`config.mk`:
```
export PLATFORM = sky130hd
export DESIGN_NAME = stage0_prefetch_flat
export DESIGN_NICKNAME = d
export VERILOG_FILES = /design/src/rtl/pipeline_pkg.sv /design/src/rtl/stage0_prefetch_if.sv /design/src/rtl/prefetch_fifo.sv /design/src/rtl/stage0_prefetch.sv /design/src/flat_wrapper.sv
export SDC_FILE = /design/constraint.sdc
export NUM_CORES = 1
export LEC_CHECK = 0
export ABC_AREA = 1
export CORE_MARGIN = 1
export CORE_UTILIZATION = 24
export CTS_BUF_LIST = sky130_fd_sc_hd__clkbuf_2
export DETAILED_ROUTE_END_ITERATION = 10
export SYNTH_ARGS = -nofsm -noshare
export SYNTH_HDL_FRONTEND = slang
export SYNTH_SLANG_ARGS = --single-unit
```
`constraint.sdc`:
```
create_clock -name clk -period 3.56 [get_ports clk]
set_clock_uncertainty 0.2 [all_clocks]
set_input_delay 0.356 -clock clk [delete_from_list [all_inputs] [get_ports clk]]
set_output_delay 0.356 -clock clk [all_outputs]
set_load 0.005 [all_outputs]
```
`src/rtl/pipeline_pkg.sv`:
```
`default_nettype none
// ============================================================================
// Module      : pipeline_pkg
// Description : Types and constants shared by the pipeline front-end stages.
//               Holds the address/instruction widths, the default reset PC,
//               the canonical NOP encoding and the instr/PC pair type.
// Ports       : none (package)
// Revision    : 1.0 - initial release
// ============================================================================
package pipeline_pkg;

  localparam int ADDR_W  = 32;
  localparam int INSTR_W = 32;

  localparam logic [ADDR_W-1:0]  RESET_PC_DEFAULT = 32'h0000_0000;
  localparam logic [INSTR_W-1:0] INSTR_NOP        = 32'h0000_0013;

  // One entry as presented to Stage1Fetch.
  typedef struct packed {
    logic [INSTR_W-1:0] instr;
    logic [ADDR_W-1:0]  pc;
  } fetch_pair_t;

endpackage
`default_nettype wire

```
`src/rtl/stage0_prefetch_if.sv`:
```
`default_nettype none
// ============================================================================
// Module      : stage0_prefetch_if
// Description : Bundles the prefetch stage's instruction-memory port, its
//               fetch-side valid/ready port and the decode redirect input.
// Ports       : master - the prefetch stage (drives requests and the head)
//               slave  - the environment (memory, fetch and decode)
// Revision    : 1.0 - initial release
// ============================================================================
interface stage0_prefetch_if #(
  parameter int ADDR_W = pipeline_pkg::ADDR_W
);
  import pipeline_pkg::*;

  // instruction-memory request / response
  logic               mem_req_valid;
  logic               mem_req_ready;
  logic [ADDR_W-1:0]  mem_req_addr;
  logic               mem_resp_valid;
  logic [INSTR_W-1:0] mem_resp_data;

  // towards Stage1Fetch
  logic               instr_valid;
  logic               instr_ready;
  logic [INSTR_W-1:0] instr;
  logic [ADDR_W-1:0]  instr_pc;

  // redirect from Stage2Decode
  logic               jump_enable;
  logic [ADDR_W-1:0]  jump_address;

  modport master (
    output mem_req_valid, mem_req_addr,
    input  mem_req_ready, mem_resp_valid, mem_resp_data,
    output instr_valid, instr, instr_pc,
    input  instr_ready,
    input  jump_enable, jump_address
  );

  modport slave (
    input  mem_req_valid, mem_req_addr,
    output mem_req_ready, mem_resp_valid, mem_resp_data,
    input  instr_valid, instr, instr_pc,
    output instr_ready,
    output jump_enable, jump_address
  );

endinterface
`default_nettype wire

```
`src/rtl/prefetch_fifo.sv`:
```
`default_nettype none
// ============================================================================
// Module      : prefetch_fifo
// Description : Synchronous FIFO with a single-cycle flush. The head word is
//               read straight from the storage registers, so it is always a
//               registered value. Storage is reset so the head reads 0 after
//               reset.
// Ports       : clk, rst_n    - clock, asynchronous active-low reset
//               flush_i       - empty the FIFO; overrides push/pop this cycle
//               push_i/_data  - write at the tail (ignored when full)
//               pop_i         - advance the head (ignored when empty)
//               head_o        - current head word
//               empty_o/full_o/count_o - occupancy
// Revision    : 1.0 - initial release
// ============================================================================
module prefetch_fifo #(
  parameter  int WIDTH = 32,
  parameter  int DEPTH = 4,
  localparam int CNT_W = $clog2(DEPTH) + 1
) (
  input  logic             clk,
  input  logic             rst_n,
  input  logic             flush_i,
  input  logic             push_i,
  input  logic [WIDTH-1:0] push_data_i,
  input  logic             pop_i,
  output logic [WIDTH-1:0] head_o,
  output logic             empty_o,
  output logic             full_o,
  output logic [CNT_W-1:0] count_o
);

  localparam int              PTR_W    = $clog2(DEPTH);
  localparam logic [CNT_W-1:0] FULL_CNT = CNT_W'(DEPTH);

  logic [WIDTH-1:0] mem_q [DEPTH];
  logic [PTR_W-1:0] rd_ptr_q;
  logic [PTR_W-1:0] wr_ptr_q;
  logic [CNT_W-1:0] count_q;
  logic             do_push;
  logic             do_pop;

  assign do_push = push_i && (count_q != FULL_CNT);
  assign do_pop  = pop_i  && (count_q != '0);

  // DEPTH is a power of two, so the pointers wrap by plain overflow.
  always_ff @(posedge clk or negedge rst_n) begin
    if (!rst_n) begin
      rd_ptr_q <= '0;
      wr_ptr_q <= '0;
      count_q  <= '0;
      for (int i = 0; i < DEPTH; i++) begin
        mem_q[i] <= '0;
      end
    end else if (flush_i) begin
      rd_ptr_q <= '0;
      wr_ptr_q <= '0;
      count_q  <= '0;
    end else begin
      if (do_push) begin
        mem_q[wr_ptr_q] <= push_data_i;
        wr_ptr_q        <= wr_ptr_q + PTR_W'(1);
      end
      if (do_pop) begin
        rd_ptr_q <= rd_ptr_q + PTR_W'(1);
      end
      if (do_push && !do_pop) begin
        count_q <= count_q + CNT_W'(1);
      end else if (!do_push && do_pop) begin
        count_q <= count_q - CNT_W'(1);
      end
    end
  end

  assign head_o  = mem_q[rd_ptr_q];
  assign empty_o = (count_q == '0);
  assign full_o  = (count_q == FULL_CNT);
  assign count_o = count_q;

endmodule
`default_nettype wire

```
`src/rtl/stage0_prefetch.sv`:
```
`default_nettype none
// ============================================================================
// Module      : stage0_prefetch
// Description : Instruction prefetch queue feeding Stage1Fetch. Issues
//               sequential word-aligned reads, pairs each in-order response
//               with the PC recorded at issue, and presents the queue head
//               on a valid/ready port. A jump flushes the queue, marks all
//               in-flight reads for discard and restarts at the target.
// Ports       : clk, rst_n - clock, asynchronous active-low reset
//               bus_io     - stage0_prefetch_if.master (memory request and
//                            response, fetch valid/ready/instr/pc, jump)
// Revision    : 1.0 - initial release
// ============================================================================
module stage0_prefetch #(
  parameter int                DEPTH    = 4,
  parameter int                ADDR_W   = pipeline_pkg::ADDR_W,
  parameter logic [ADDR_W-1:0] RESET_PC = pipeline_pkg::RESET_PC_DEFAULT
) (
  input  logic              clk,
  input  logic              rst_n,
  stage0_prefetch_if.master bus_io
);
  import pipeline_pkg::*;

  localparam int                CNT_W     = $clog2(DEPTH) + 1;
  localparam logic [CNT_W:0]    DEPTH_EXT = (CNT_W + 1)'(DEPTH);
  localparam logic [ADDR_W-1:0] START_PC  = {RESET_PC[ADDR_W-1:2], 2'b00};

  logic                      en_q;
  logic [ADDR_W-1:0]         fetch_pc_q, fetch_pc_d;
  logic [CNT_W-1:0]          outstanding_q, outstanding_d;
  logic [CNT_W-1:0]          drop_q, drop_d;

  logic                      q_empty, q_full;
  logic [CNT_W-1:0]          q_count;
  logic [INSTR_W+ADDR_W-1:0] q_head;
  logic                      pc_empty, pc_full;
  logic [CNT_W-1:0]          pc_count;
  logic [ADDR_W-1:0]         pc_head;

  logic                      flush;
  logic                      req_valid;
  logic                      req_hs;
  logic                      resp_drop;
  logic                      resp_keep;
  logic                      deq;

  assign flush = bus_io.jump_enable;

  // Credit: every queued entry and every read in flight owns a slot, so a
  // response always finds room. en_q holds requests off while in reset.
  assign req_valid = en_q && !flush &&
                     (({1'b0, q_count} + {1'b0, outstanding_q}) < DEPTH_EXT);
  assign req_hs    = req_valid && bus_io.mem_req_ready;

  // A response in the flush cycle is stale even when drop_q is still 0.
  assign resp_drop = bus_io.mem_resp_valid && (flush || (drop_q != '0));
  assign resp_keep = bus_io.mem_resp_valid && !resp_drop;
  assign deq       = !q_empty && bus_io.instr_ready && !flush;

  always_comb begin
    fetch_pc_d    = fetch_pc_q;
    outstanding_d = outstanding_q + CNT_W'(req_hs) - CNT_W'(bus_io.mem_resp_valid);
    drop_d        = drop_q;
    if (flush) begin
      fetch_pc_d = {bus_io.jump_address[ADDR_W-1:2], 2'b00};
      // Everything still in flight after this cycle belongs to the old stream.
      drop_d     = outstanding_d;
    end else begin
      if (req_hs) begin
        fetch_pc_d = fetch_pc_q + ADDR_W'(4);
      end
      if (resp_drop) begin
        drop_d = drop_q - CNT_W'(1);
      end
    end
  end

  always_ff @(posedge clk or negedge rst_n) begin
    if (!rst_n) begin
      en_q          <= 1'b0;
      fetch_pc_q    <= START_PC;
      outstanding_q <= '0;
      drop_q        <= '0;
    end else begin
      en_q          <= 1'b1;
      fetch_pc_q    <= fetch_pc_d;
      outstanding_q <= outstanding_d;
      drop_q        <= drop_d;
    end
  end

  // PCs of live (non-dropped) reads, in issue order.
  prefetch_fifo #(
    .WIDTH (ADDR_W),
    .DEPTH (DEPTH)
  ) u_pc_fifo (
    .clk         (clk),
    .rst_n       (rst_n),
    .flush_i     (flush),
    .push_i      (req_hs),
    .push_data_i (fetch_pc_q),
    .pop_i       (resp_keep),
    .head_o      (pc_head),
    .empty_o     (pc_empty),
    .full_o      (pc_full),
    .count_o     (pc_count)
  );

  // {instr, pc} entries waiting for fetch.
  prefetch_fifo #(
    .WIDTH (INSTR_W + ADDR_W),
    .DEPTH (DEPTH)
  ) u_instr_fifo (
    .clk         (clk),
    .rst_n       (rst_n),
    .flush_i     (flush),
    .push_i      (resp_keep),
    .push_data_i ({bus_io.mem_resp_data, pc_head}),
    .pop_i       (deq),
    .head_o      (q_head),
    .empty_o     (q_empty),
    .full_o      (q_full),
    .count_o     (q_count)
  );

  assign bus_io.mem_req_valid = req_valid;
  assign bus_io.mem_req_addr  = fetch_pc_q;
  assign bus_io.instr_valid   = !q_empty;
  assign bus_io.instr         = q_head[INSTR_W+ADDR_W-1:ADDR_W];
  assign bus_io.instr_pc      = q_head[ADDR_W-1:0];

  // Protocol and bookkeeping invariants.
  a_no_overflow : assert property (@(posedge clk) disable iff (!rst_n)
                    resp_keep |-> !q_full);
  a_resp_expect : assert property (@(posedge clk) disable iff (!rst_n)
                    bus_io.mem_resp_valid |-> (outstanding_q != '0));
  a_pc_avail    : assert property (@(posedge clk) disable iff (!rst_n)
                    resp_keep |-> !pc_empty);
  a_pc_room     : assert property (@(posedge clk) disable iff (!rst_n)
                    req_hs |-> !pc_full);
  a_pc_track    : assert property (@(posedge clk) disable iff (!rst_n)
                    pc_count == (outstanding_q - drop_q));

endmodule
`default_nettype wire

```
`src/flat_wrapper.sv`:
```
// flat-port wrapper written by rule: the top's interface ports become plain ports
module stage0_prefetch_flat import pipeline_pkg::*;
#(
  parameter int                DEPTH    = 4,
  parameter int                ADDR_W   = pipeline_pkg::ADDR_W,
  parameter logic [ADDR_W-1:0] RESET_PC = pipeline_pkg::RESET_PC_DEFAULT
)
  (clk, rst_n, bus_io_mem_req_valid, bus_io_mem_req_addr, bus_io_mem_req_ready, bus_io_mem_resp_valid, bus_io_mem_resp_data, bus_io_instr_valid, bus_io_instr, bus_io_instr_pc, bus_io_instr_ready, bus_io_jump_enable, bus_io_jump_address);
  stage0_prefetch_if #(.ADDR_W(ADDR_W)) bus_io_i ();
  input  logic clk;
  input  logic rst_n;
  output wire logic [$bits(bus_io_i.mem_req_valid)-1:0] bus_io_mem_req_valid;
  output wire logic [$bits(bus_io_i.mem_req_addr)-1:0] bus_io_mem_req_addr;
  input wire logic [$bits(bus_io_i.mem_req_ready)-1:0] bus_io_mem_req_ready;
  input wire logic [$bits(bus_io_i.mem_resp_valid)-1:0] bus_io_mem_resp_valid;
  input wire logic [$bits(bus_io_i.mem_resp_data)-1:0] bus_io_mem_resp_data;
  output wire logic [$bits(bus_io_i.instr_valid)-1:0] bus_io_instr_valid;
  output wire logic [$bits(bus_io_i.instr)-1:0] bus_io_instr;
  output wire logic [$bits(bus_io_i.instr_pc)-1:0] bus_io_instr_pc;
  input wire logic [$bits(bus_io_i.instr_ready)-1:0] bus_io_instr_ready;
  input wire logic [$bits(bus_io_i.jump_enable)-1:0] bus_io_jump_enable;
  input wire logic [$bits(bus_io_i.jump_address)-1:0] bus_io_jump_address;
  assign bus_io_mem_req_valid = bus_io_i.mem_req_valid;
  assign bus_io_mem_req_addr = bus_io_i.mem_req_addr;
  assign bus_io_i.mem_req_ready = bus_io_mem_req_ready;
  assign bus_io_i.mem_resp_valid = bus_io_mem_resp_valid;
  assign bus_io_i.mem_resp_data = bus_io_mem_resp_data;
  assign bus_io_instr_valid = bus_io_i.instr_valid;
  assign bus_io_instr = bus_io_i.instr;
  assign bus_io_instr_pc = bus_io_i.instr_pc;
  assign bus_io_i.instr_ready = bus_io_instr_ready;
  assign bus_io_i.jump_enable = bus_io_jump_enable;
  assign bus_io_i.jump_address = bus_io_jump_address;
  stage0_prefetch #(.DEPTH(DEPTH), .ADDR_W(ADDR_W), .RESET_PC(RESET_PC)) u_core (.clk(clk), .rst_n(rst_n), .bus_io(bus_io_i));
endmodule
```
# ---- After elaboration in Yosys (flattened, before gate mapping)
# Index checks and enable logic that the tools add are counted.
dict set report classes {
  add_sub_neg 13
  order_cmp 7
  eq_ne 2
  n_mux 30
  n_bitwise 5
  n_reduce_logical 39
}
# cell n
set ops {}
lappend ops {{256-bit bitwise mux} 1}
lappend ops {{64-bit 2-to-1 mux} 3}
lappend ops {{32-bit 2-to-1 mux} 5}
lappend ops {{64-bit binary-select mux with 2-bit select} 1}
lappend ops {{128-bit bitwise mux} 1}
lappend ops {{64-bit demux with 2-bit select} 1}
lappend ops {{32-bit binary-select mux with 2-bit select} 1}
lappend ops {{32-bit demux with 2-bit select} 1}
lappend ops {{32-bit by 3-bit adder with 32-bit output (second input constant)} 1}
lappend ops {{3-bit 2-to-1 mux} 8}
lappend ops {{1-bit logical AND} 17}
lappend ops {{2-bit 2-to-1 mux} 8}
lappend ops {{3-bit nonzero test} 5}
lappend ops {{3-bit >= comparator (second input constant)} 4}
lappend ops {{2-bit inverter with 3-bit output} 4}
lappend ops {{2-bit nonzero test} 6}
lappend ops {{3-bit by 1-bit subtractor with 3-bit output (second input constant)} 3}
lappend ops {{2-bit by 1-bit adder with 2-bit output (second input constant)} 4}
lappend ops {{1-bit logical NOT} 7}
lappend ops {{3-bit by 1-bit adder with 3-bit output (second input constant)} 2}
lappend ops {{3-bit by 1-bit less-than comparator with 1-bit output (second input constant)} 2}
lappend ops {{3-bit != test (second input constant)} 2}
lappend ops {{3-bit by 3-bit adder with 4-bit output} 1}
lappend ops {{4-bit by 3-bit less-than comparator with 1-bit output (second input constant)} 1}
lappend ops {{other kinds (6)} 7}
dict set report totals {
  reg_bits 437
  input_bits 70
  output_inout_bits 98
  word_cells 114
}

# ---- Logic depth before layout (Yosys ltp)
# Gate-level depths: netlist of the first run.
dict set report logic_depth {
  depth_word 11
  depth_mapped 14
  depth_no_buf 14
}

# ---- Hierarchy
# A second synthesis of the first run with hierarchy kept.
dict set report unflattened {
  cells_unflattened 2424
  area_unflattened_um2 21067.7
}
# module n_inst cells_each area_each_um2 seq_area_each_um2
set modules_own_cells {}
lappend modules_own_cells {{prefetch_fifo (u_core.u_instr_fifo)} 1 1315 12137.9 6581.3}
lappend modules_own_cells {{prefetch_fifo (u_core.u_pc_fifo)} 1 685 6202.2 3378.2}
lappend modules_own_cells {stage0_prefetch 1 424 2727.6 925.9}

# ---- Worst setup path after synthesis of the first run
# No wires, ideal clock.
dict set report synth_timing {
  path_type {register -> register}
  start {register u_core.u_instr_fifo.count_q[2], in the netlist u_core.u_instr_fifo.count_o[2]}
  end {register u_core.drop_q[1]}
  setup_ps 130
  arrival_time_ps 2281
  required_time_ps 3230
  slack_ps 949
  path_stages_with_launch 10
  path_buffers 1
  period_less_slack_ps 2611
  path_cell_list {dfrtp_1 > ha_1 > nor2_1 > nand2_1 > nor3_4 > clkbuf_1 > ha_1 > fa_1 > o211ai_1 > o21ai_0}
}
dict set report synth_via {
  elab_chain_len 7
}
# element line
set synth_rtl {}
lappend synth_rtl {{start: declaration} prefetch_fifo.sv:39} ;# logic [CNT_W-1:0] count_q;
lappend synth_rtl {{start signal: assignment} prefetch_fifo.sv:68} ;# count_q <= count_q + CNT_W'(1);
lappend synth_rtl {{start signal: assignment} prefetch_fifo.sv:70} ;# count_q <= count_q - CNT_W'(1);
lappend synth_rtl {{3-bit by 3-bit adder with 4-bit output} stage0_prefetch.sv:53} ;# (({1'b0, q_count} + {1'b0, outstanding_q}) < DEPTH_EXT);
lappend synth_rtl {{4-bit by 3-bit less-than comparator with 1-bit output} stage0_prefetch.sv:53}
lappend synth_rtl {{1-bit logical AND} stage0_prefetch.sv:52} ;# assign req_valid = en_q && !flush &&
lappend synth_rtl {{1-bit logical AND} stage0_prefetch.sv:54} ;# assign req_hs = req_valid && bus_io.mem_req_ready;
lappend synth_rtl {{3-bit by 1-bit adder with 3-bit output} stage0_prefetch.sv:63} ;# outstanding_d = outstanding_q + CNT_W'(req_hs) - CNT_W'(bus_io.mem_resp_valid);
lappend synth_rtl {{3-bit by 1-bit subtractor with 3-bit output} stage0_prefetch.sv:63}
lappend synth_rtl {{named net u_core.outstanding_d[1]} stage0_prefetch.sv:31} ;# logic [CNT_W-1:0] outstanding_q, outstanding_d;
lappend synth_rtl {{3-bit 2-to-1 mux} stage0_prefetch.sv:65} ;# if (flush) begin
lappend synth_rtl {{end signal: assignment} stage0_prefetch.sv:89} ;# drop_q <= drop_d;
lappend synth_rtl {{end: declaration} stage0_prefetch.sv:32} ;# logic [CNT_W-1:0] drop_q, drop_d;
# The timed path passes the listed nets, and every way through them passes these cells.
# A chain may end at the register's enable or synchronous reset.

# ---- Worst setup path in the final report of the first run
dict set report layout_timing {
  start {register u_core.u_instr_fifo.rd_ptr_q[0]}
  end {output bus_io_instr[4]}
}
dict set report layout_via {
  elab_chain_len 4
}
# element line
set layout_rtl {}
lappend layout_rtl {{start: declaration} prefetch_fifo.sv:37} ;# logic [PTR_W-1:0] rd_ptr_q;
lappend layout_rtl {{start signal: assignment} prefetch_fifo.sv:65} ;# rd_ptr_q <= rd_ptr_q + PTR_W'(1);
lappend layout_rtl {{2-bit inverter with 3-bit output (implied by the code)} prefetch_fifo.sv:75} ;# assign head_o = mem_q[rd_ptr_q];
lappend layout_rtl {{64-bit binary-select mux with 2-bit select} prefetch_fifo.sv:75}
lappend layout_rtl {{64-bit 2-to-1 mux (implied by the code) (2 in a row)} prefetch_fifo.sv:75}
lappend layout_rtl {{end: declaration} flat_wrapper.sv:18} ;# output wire logic [$bits(bus_io_i.instr)-1:0] bus_io_instr;
# Every way passes these cells. The select of a mux whose other input is x is not followed.

==> flow_summary.json, run 1 <==
{
  "run_status": "complete, no violations",
  "clock_latency_ps": 1180,
  "synth.distinct_cells": 37,
  "drt_wl_total_mm": 63.8,
  "clock_sinks": 419,
  "leakagePower_uw": 0.0118,
  "ys_seq_area_frac": 0.542,
  "timing.max_cap.violations": 0,
  "grt_remaining_overflow": 0,
  "core_area_um2": 79400,
  "cts_buffer_depth": 3,
  "startpoint_type": "flip-flop",
  "nFillCells": 8459,
  "cp_data_required_time_ps": 3000,
  "syn_inst": 2323,
  "wl_per_cell_um": 16.9,
  "slew_violations": 0,
  "cp_slowest_cell": "clkdlybuf4s50_1",
  "port_buffers": 161,
  "synth.cell_area_um2": 19300,
  "dr.pass1.iters": 5,
  "cp_cell_sequence": "buf_12 -> clkinv_8 -> buf_12 -> o21ai_0 -> o22ai_1 -> clkdlybuf4s50_1",
  "dp_slack_ps": 633,
  "fmax_mhz": 298,
  "async_flop_share": 1.00,
  "worst_pin_slew_ps": 917,
  "die_h_um": 286,
  "syn_area_per_cell_um2": 8.33,
  "period_needed_ps": 3360,
  "regArea_um2": 10500,
  "path_delay_family": "buffers and inverters",
  "cp-end-kind": "output port",
  "drive_above_1_share": 0.108,
  "path_max_fanout": 18,
  "relSlewSlack": 0.388,
  "initial_core_util": 0.244,
  "clk_pin_slew_ps": 110,
  "reg2reg_slack_ps": 470,
  "hold_viol": 0,
  "cts_tree": "yes",
  "irDropWorstVdd_mv": 0.251,
  "h-tree-depth": 3,
  "nets": 2742,
  "antenna_found_initial": 3,
  "drtAntennaViolNets": 0,
  "hpwl_mm": 37.2,
  "arrival_ps": 2800,
  "boundaryPins": 168,
  "grt_pass1_wl_mm": 98.0,
  "finalPower_uw": 15200,
  "power.density_nw_per_um2": 603,
  "synth_edf_count": 0,
  "cts_buffers": 115,
  "route.vias.total": 17178,
  "ys.flop_type": "dfrtp_1",
  "hp-class": "in2reg",
  "path_buf_inv": 4,
  "multi_input_area_um2": 7650,
  "drt_iter0_markers": 1253,
  "holdWs_ps": 162,
  "cpPeakStageDelay_ps": 520,
  "track_usage": 0.155,
  "drc": 0,
  "cts.root.buffer_cell": "clkbuf_2",
  "finalSetupViolations": 0,
  "fp-row-count": 103,
  "place.gp.congestion": 0.888,
  "grt_max_degree": 74,
  "min_period_over_period": 0.944,
  "final.setup.worst_slack_ps": 199,
  "die_area_um2": 81700,
  "grt_pass1_vias": 16496,
  "cp_common_cell": "buf_12",
  "syn_to_final_growth_pct": 30.3,
  "viasPerCell": 4.54,
  "crit_type": "reg2out",
  "die_width_um": 286,
  "yosysWarnings": 0,
  "ys_ff_latch": 419
}
==> cell usage in the layout (no fill, tap or decap), types with 9 or more instances in the layout <==
| master | synthesis | routed |
|---|---|---|
| dfrtp_1 | 419 | 416 |
| nor2_1 | 164 | 164 |
| o22ai_2 | 0 | 19 |
| xor2_1 | 14 | 14 |
| nor3_1 | 11 | 11 |
| nand3_1 | 37 | 37 |
| dlygate4sd2_1 | 0 | 45 |
| clkbuf_2 | 1 | 167 |
| nand2_1 | 586 | 585 |
| o22ai_1 | 64 | 45 |
| dlygate4sd3_1 | 0 | 123 |
| o21ai_0 | 522 | 517 |
| buf_12 | 0 | 18 |
| o21a_1 | 58 | 58 |
| inv_1 | 176 | 176 |
| a21oi_1 | 64 | 64 |
| clkinv_1 | 2 | 19 |
| o211ai_1 | 9 | 9 |
| ha_1 | 15 | 15 |
| clkdlybuf4s50_1 | 0 | 101 |
| buf_16 | 0 | 15 |
| buf_4 | 5 | 34 |
| dlymetal6s2s_1 | 0 | 14 |
| o21ai_1 | 4 | 9 |
==> through the flow <==
| step | utilization | TNS [ps] | area [µm²] | std cells |
|---|---|---|---|---|
| after floorplan | - | 0 | 19400 | 2326 |
| after global placement | 0.279 | 0 | 22200 | 3433 |
| after detailed placement | 0.279 | 0 | 22200 | 3433 |
| after CTS | 0.315 | -575 | 25000 | 3776 |
| after global routing | 0.317 | -12.1 | 25200 | 3784 |
| final | 0.317 | 0 | 25200 | 3787 |
==> report_power, final <==
part | switching [µW] | leakage (µW) | internal, µW
Clock | 2110 | 0.000771 | 1340
Combinational | 3040 | 0.00562 | 2330
Sequential | 641 | 0.00545 | 5740
==> cells by family (layout without fill, tap and decap cells) <==
| kind of cell | after synthesis | count (layout) | synth area share |
|---|---|---|---|
| AO/OA/AOI/OAI | 725 | 725 | 0.201 |
| XOR/XNOR | 17 | 17 | 0.00770 |
| adder cells (fa/ha/maj) | 18 | 18 | 0.0128 |
| buffers and inverters | 330 | 737 | 0.0709 |
| flip-flops | 419 | 419 | 0.542 |
| other | 2 | 9 | 0.000388 |
| AND/OR/NAND/NOR | 812 | 812 | 0.165 |
==> sequential cells by signal, indices dropped and copies added, names as in the netlist <==
| signal | cells |
|---|---|
| u_core.u_instr_fifo.mem_q | 248 |
| u_core.u_pc_fifo.mem_q | 120 |
| u_core.bus_io.mem_req_addr | 30 |
| u_core.drop_q | 3 |
| u_core.outstanding_q | 3 |
| u_core.u_instr_fifo.count_o | 3 |
| u_core.u_pc_fifo.count_o | 3 |
| u_core.u_instr_fifo.rd_ptr_q | 2 |
| u_core.u_instr_fifo.wr_ptr_q | 2 |
| u_core.u_pc_fifo.rd_ptr_q | 2 |
| u_core.u_pc_fifo.wr_ptr_q | 2 |
| u_core.en_q | 1 |
==> synth_stat cells, types with 2 or more instances <==
| cell type | count | area, µm² |
|---|---|---|
| clkbuf_1 | 89 | 334 |
| xor2_1 | 14 | 123 |
| nand2_2 | 4 | 25.0 |
| inv_1 | 176 | 661 |
| nand3_1 | 37 | 185 |
| nor2_1 | 164 | 616 |
| a21oi_1 | 64 | 320 |
| nand2_1 | 586 | 2200 |
| buf_1 | 2 | 7.51 |
| buf_6 | 7 | 78.8 |
| o221ai_1 | 2 | 17.5 |
| o22ai_1 | 64 | 400 |
| buf_4 | 5 | 37.5 |
| nor3_1 | 11 | 55.1 |
| ha_1 | 15 | 188 |
| o21ai_0 | 522 | 2610 |
| o21ai_1 | 4 | 20.0 |
| o21a_1 | 58 | 435 |
| buf_2 | 46 | 230 |
| o211ai_1 | 9 | 67.6 |
| nor2_4 | 3 | 33.8 |
| conb_1 | 2 | 7.51 |
| nand4_1 | 2 | 12.5 |
| fa_1 | 3 | 60.1 |
| clkinv_1 | 2 | 7.51 |
| dfrtp_1 | 419 | 10500 |
| xnor2_1 | 3 | 26.3 |
==> final cells by class <==
| class | count | share of cell area |
|---|---|---|
| timing repair inverter | 2 | 0.000993 |
| antenna | 4 | 0.000397 |
| clock inverter | 29 | 0.00651 |
| clock buffer | 167 | 0.0332 |
| inverter | 180 | 0.0276 |
| timing repair buffer | 359 | 0.159 |
| tap | 1050 | 0.0521 |
| multi-input combinational | 1577 | 0.303 |
| sequential | 419 | 0.416 |
==> tightest hold or removal path: cells and delay by family <==
kind	cells	cell delay, ps
AO/OA/AOI/OAI	1	90
buffers and inverters	3	1060
==> worst paths after layout <==
path | start | end | cells past startpoint
setup / recovery | u_core.u_instr_fifo.rd_ptr_q[0] | bus_io_instr[4] | 6
min in group asynchronous | rst_n | u_core.u_instr_fifo.mem_q[238] | 4
max in group asynchronous | rst_n | u_core.bus_io.mem_req_addr[28] | 5
hold reg to reg | u_core.u_instr_fifo.mem_q[156] | u_core.u_instr_fifo.mem_q[156] | 2
setup reg to reg | u_core.u_instr_fifo.count_o[2] | u_core.bus_io.mem_req_addr[17] | 10
hold / removal | bus_io_mem_resp_data[11] | u_core.u_instr_fifo.mem_q[171] | 4
==> routing by layer <==
layer  track usage  part of all wire
met5             0                 0
met4        0.0634             0.031
met3        0.0271             0.049
met2         0.235              0.44
met1         0.219              0.48
==> repair_timing <==
action,4_1_cts,5_1_grt
resized for setup,87,22
hold buffers,124,0
gates cloned,14,2
pin swaps,7,5
endpoints found under the hold margin,597,0
buffers inserted,9,5
setup endpoints to repair,62,16
Note: power is estimated with default switching activity, not from simulation.
==> run 2: changes to the inputs <==
--- a/config.mk
+++ b/config.mk
@@ -5,7 +5,6 @@
 export SDC_FILE = /design/constraint.sdc
 export NUM_CORES = 1
 export LEC_CHECK = 0
-export ABC_AREA = 1
 export CORE_MARGIN = 1
 export CORE_UTILIZATION = 24
 export CTS_BUF_LIST = sky130_fd_sc_hd__clkbuf_2
==> flow_summary.json, run 2 <==
{
  "synthTopCellsByCount": "419 x dfrtp_1, 369 x mux2_2, 93 x mux4_2",
  "path_buf_inv": 2,
  "tns_ps": 0,
  "relSlewSlack": 0.432,
  "core_area_um2": 77500,
  "synth_most_common_cell": "dfrtp_1",
  "startpoint_type": "flip-flop",
  "cts.root.buffer_cell": "clkbuf_2",
  "cp_cell_sequence": "buf_12 -> mux4_2 -> clkdlybuf4s50_1",
  "hpwl_mm": 30.2,
  "fp-row-count": 102,
  "route.vias.total": 11862,
  "h-tree-depth": 3,
  "wl_per_cell_um": 17.7,
  "timing.max_cap.violations": 0,
  "rr_startpoint": "u_core.bus_io.mem_req_addr[2]",
  "track_usage": 0.123,
  "grt_pass1_vias": 13239,
  "clock_latency_ps": 1070,
  "die_width_um": 282,
  "slew_violations": 0,
  "syn_to_final_growth_pct": 25.9,
  "cp_data_required_time_ps": 3000,
  "critPathLaunch": "u_core.u_instr_fifo.rd_ptr_q[0]",
  "dp_slack_ps": 199,
  "drive_above_1_share": 0.430,
  "worst_pin_slew_ps": 853,
  "clk_pin_slew_ps": 90,
  "path_max_fanout": 15,
  "period_needed_ps": 3350,
  "cts_tree": "yes",
  "synth_top_cell_by_area": "dfrtp_1",
  "synth.top_cell.area_share": 0.558,
  "synth.distinct_cells": 49,
  "async_flop_share": 1.00,
  "drtAntennaViolNets": 0,
  "cts_buffers": 115,
  "hold_path_depth": 4,
  "crit_type": "reg2out",
  "port_buffers": 161,
  "grt_max_degree": 90,
  "layout_common_cells": "415 x dfrtp_1, 369 x mux2_2, 178 x clkbuf_2, 122 x clkdlybuf4s50_1, 93 x mux4_2",
  "synth.cell_area_um2": 18800,
  "layout_commonest_cell": "dfrtp_1",
  "cts_buffer_depth": 3,
  "ys_seq_area_frac": 0.558,
  "initial_core_util": 0.243,
  "grt_remaining_overflow": 0,
  "top_register": "u_core.u_instr_fifo.mem_q",
  "hold_viol": 0,
  "path_delay_family": "buffers and inverters",
  "holdPathEnd": "u_core.bus_io.mem_req_addr[18]",
  "grt_setup_unrepaired": "false",
  "synth.area.top_cells": "dfrtp_1 56%, mux2_2 22%, mux4_2 11%",
  "die_area_um2": 79500,
  "reg2reg_slack_ps": 470,
  "arrival_ps": 2800,
  "syn_inst": 1237,
  "finalSetupViolations": 0,
  "synth_edf_count": 0,
  "leakagePower_uw": 0.0110,
  "largest_reg_flops": 248,
  "cp_slowest_cell": "mux4_2",
  "boundaryPins": 168,
  "fmax_mhz": 298,
  "run_status": "complete, no violations",
  "hp-class": "in2reg",
  "syn_area_per_cell_um2": 15.2,
  "cpPeakStageDelay_ps": 560,
  "yosysWarnings": 0,
  "ys.flop_type": "dfrtp_1",
  "drc": 0,
  "die_h_um": 282,
  "reg2reg_to": "u_core.bus_io.mem_req_addr[16]",
  "reg2regPathDepth": 7,
  "place.gp.congestion": 0.756,
  "drt_wl_total_mm": 47.5,
  "power.density_nw_per_um2": 604,
  "ys_ff_latch": 419,
  "grt_pass1_wl_mm": 75.5,
  "holdCritStartpoint": "bus_io_jump_address[18]",
  "clock_sinks": 419,
  "dr.pass1.iters": 4,
  "final.setup.worst_slack_ps": 206,
  "irDropWorstVdd_mv": 0.281,
  "nets": 1645,
  "viasPerCell": 4.42,
  "drt_iter0_markers": 485,
  "min_period_over_period": 0.942,
  "antenna_found_initial": 1,
  "cp-end-kind": "output port"
}
## run 2: metal layers
layer  part of all wire  vias to the layer above  routed length [µm]  GRT usage
met2               0.48                      288               22800      0.201
met5                  0                        -                   0          0
met4              0.022                        0                1070     0.0465
met3              0.053                       73                2540     0.0303
met1               0.44                     6194               21000      0.156
li1                   -                     5307                   -          -
## run 2: worst reg2reg max path, delay by kind of cell, from the launching register on
| family | cells | cell delay [ps] |
|---|---|---|
| adder cells (fa/ha/maj) | 1 | 250 |
| AO/OA/AOI/OAI | 1 | 140 |
| buffers and inverters | 1 | 550 |
| AND/OR/NAND/NOR | 3 | 1090 |
| flip-flops | 1 | 610 |
| XOR/XNOR | 1 | 190 |
## run 2: worst max path at each step
stage / end / depth (start not counted)
after CTS: bus_io_instr_pc[17] / 3
after detailed placement: u_core.u_instr_fifo.mem_q[48] / 7
after global placement: u_core.u_instr_fifo.mem_q[112] / 7
after global routing: bus_io_instr[7] / 3
after floorplan: u_core.u_pc_fifo.count_o[2] / 8
final: bus_io_instr_pc[5] / 3
## run 2: cell families (layout without fill, tap and decap cells)
group / after synthesis / count (layout) / share of synthesized area
flip-flops: 419 / 419 / 0.558
AO/OA/AOI/OAI: 73 / 73 / 0.0253
XOR/XNOR: 13 / 13 / 0.00605
buffers and inverters: 105 / 506 / 0.0247
other: 2 / 7 / 0.000399
AND/OR/NAND/NOR: 140 / 140 / 0.0379
adder cells (fa/ha/maj): 18 / 18 / 0.0132
multiplexers: 467 / 467 / 0.335
## run 2: power breakdown
group,internal [µW],switching [µW],total [µW]
sequential,5750,623,6380
combinational,2700,1870,4570
clock,1320,2040,3360
## run 2: metrics by stage
stage	utilization	total power [µW]	hold WS, ps	instances	cell area [µm²]
after floorplan	-	8920	-140	1240	18800
after global placement	0.280	11000	187	2384	21700
after detailed placement	0.280	11200	193	2384	21700
after CTS	0.305	14700	35.3	2681	23700
after global routing	0.305	15400	136	2682	23700
final	0.306	14300	266	2683	23700
## run 2: cell type report
cell class | instances | area [µm²]
Clock inverter | 23 | 106
Multi-Input combinational cell | 716 | 7900
Tap cell | 1040 | 1300
Sequential cell | 419 | 10500
Clock buffer | 178 | 891
Antenna cell | 2 | 5.00
Fill cell | 7797 | 53800
Timing Repair Buffer | 286 | 2900
Inverter | 19 | 71.3
## run 2: repair_timing
| action | 4_1_cts | 5_1_grt |
|---|---|---|
| setup buffers | 4 | 0 |
| setup endpoints to repair | 62 | 1 |
| pin swaps | 0 | 0 |
| gates resized for setup | 44 | 1 |
| hold endpoints to repair | 596 | 0 |
| hold buffers | 92 | 0 |
==> run 3: changes to the inputs <==
--- a/config.mk
+++ b/config.mk
@@ -9,6 +9,7 @@
 export CORE_UTILIZATION = 24
 export CTS_BUF_LIST = sky130_fd_sc_hd__clkbuf_2
 export DETAILED_ROUTE_END_ITERATION = 10
+export SKIP_CTS_REPAIR_TIMING = 1
 export SYNTH_ARGS = -nofsm -noshare
 export SYNTH_HDL_FRONTEND = slang
 export SYNTH_SLANG_ARGS = --single-unit
==> flow_summary.json, run 3 (synthesized netlist as in run 2, its figures left out) <==
{
  "run_status": "complete, no violations",
  "drc": 0,
  "initial_core_util": 0.243,
  "die_h_um": 282,
  "cts.root.buffer_cell": "clkbuf_2",
  "period_needed_ps": 3380,
  "dr.pass1.iters": 4,
  "fmax_mhz": 295,
  "core_area_um2": 77500,
  "irDropWorstVdd_mv": 0.280,
  "drt_wl_total_mm": 47.7,
  "timing.max_cap.violations": 0,
  "wl_per_cell_um": 17.8,
  "largest_reg_flops": 248,
  "boundaryPins": 168,
  "drtAntennaViolNets": 0,
  "finalSetupViolations": 0,
  "clk_pin_slew_ps": 100,
  "holdWs_ps": 95.5,
  "cp_data_required_time_ps": 3000,
  "nets": 1648,
  "place.gp.congestion": 0.756,
  "clock_latency_ps": 1070,
  "path_max_fanout": 7,
  "hp-class": "in2reg",
  "grt_remaining_overflow": 0,
  "hold_viol": 0,
  "drt_iter0_markers": 450,
  "grt_pass1_wl_mm": 73.9,
  "relSlewSlack": 0.434,
  "power.density_nw_per_um2": 612,
  "clock_sinks": 419,
  "hpwl_mm": 30.2,
  "multi_input_area_um2": 7900,
  "top_register": "u_core.u_instr_fifo.mem_q",
  "nFillCells": 7757,
  "cts_tree": "yes",
  "cp-end-kind": "output port",
  "worst_pin_slew_ps": 850,
  "drive_above_1_share": 0.434,
  "layout_commonest_cell": "dfrtp_1",
  "slew_violations": 0,
  "cts_buffer_depth": 3,
  "track_usage": 0.120,
  "crit_type": "reg2out",
  "fp-row-count": 102,
  "viasPerCell": 4.45,
  "grt_max_degree": 90,
  "cts_buffers": 115,
  "leakagePower_uw": 0.0113,
  "die_width_um": 282,
  "grt_setup_unrepaired": "true",
  "die_area_um2": 79500,
  "syn_to_final_growth_pct": 26.9,
  "arrival_ps": 2830,
  "fin_area_um2": 23900,
  "placed_area_um2": 21700,
  "startpoint_type": "flip-flop",
  "antenna_found_initial": 1,
  "min_period_over_period": 0.951,
  "route.vias.total": 11940,
  "h-tree-depth": 3,
  "regArea_um2": 10500,
  "grt_pass1_vias": 12805,
  "layout_common_cells": "415 x dfrtp_1, 369 x mux2_2, 178 x clkbuf_2, 131 x clkdlybuf4s50_1, 93 x mux4_2",
  "port_buffers": 161
}
## run 3: cell type report
type                    count  share of cell area
well taps                1040              0.0545
repair buffers            289               0.130
diodes                      1            0.000105
clock inverters            23             0.00446
multi-input cells         716               0.331
inverters                  19             0.00299
clock buffers             178              0.0373
flip-flops and latches    419               0.440
## run 3: power by group
group	internal [µW]	total [µW]	switching [µW]
registers	5750	6380	625
logic	2950	4870	1920
clock network	1320	3350	2030
total	10000	14600	4580
## run 3: per-layer routing
layer / GRT usage / wire, µm / vias up
li1: - / - / 5315
met1: 0.155 / 21400 / 6269
met2: 0.193 / 22800 / 282
met3: 0.0307 / 2440 / 74
met4: 0.0472 / 1120 / 0
met5: 0 / 0 / -
## run 3: worst paths after layout
path                                             endpoint  cells after the start  slack [ps]                            start
setup / recovery                         bus_io_instr[13]                      4         180  u_core.u_instr_fifo.rd_ptr_q[0]
hold / removal                u_core.u_pc_fifo.count_o[0]                      5         100             bus_io_mem_req_ready
setup reg to reg            u_core.u_instr_fifo.mem_q[54]                      8         460                 u_core.drop_q[0]
hold reg to reg             u_core.u_instr_fifo.mem_q[11]                      1         310    u_core.u_instr_fifo.mem_q[11]
max in group asynchronous      u_core.u_pc_fifo.mem_q[23]                      4        2240                            rst_n
min in group asynchronous  u_core.u_instr_fifo.mem_q[120]                      4         330                            rst_n
## run 3: critical path, stage by stage (launching register included)
cell and delay (ps):
dfrtp_4 520, buf_12 160, clkbuf_16 160, mux4_2 500
clkdlybuf4s50_1 460
## run 3: metrics by stage
stage          std cells  utilization  setup TNS [ps]  power [µW]  worst slack, ps
2_1_floorplan       1240            -               0        8920             1010
3_3_place_gp        2384        0.280               0       11000              235
3_5_place_dp        2384        0.280               0       11200              199
4_1_cts             2585        0.293          -14290       14700             -391
5_1_grt             2685        0.308           -89.9       15700            -16.8
6_report            2685        0.308               0       14600              176
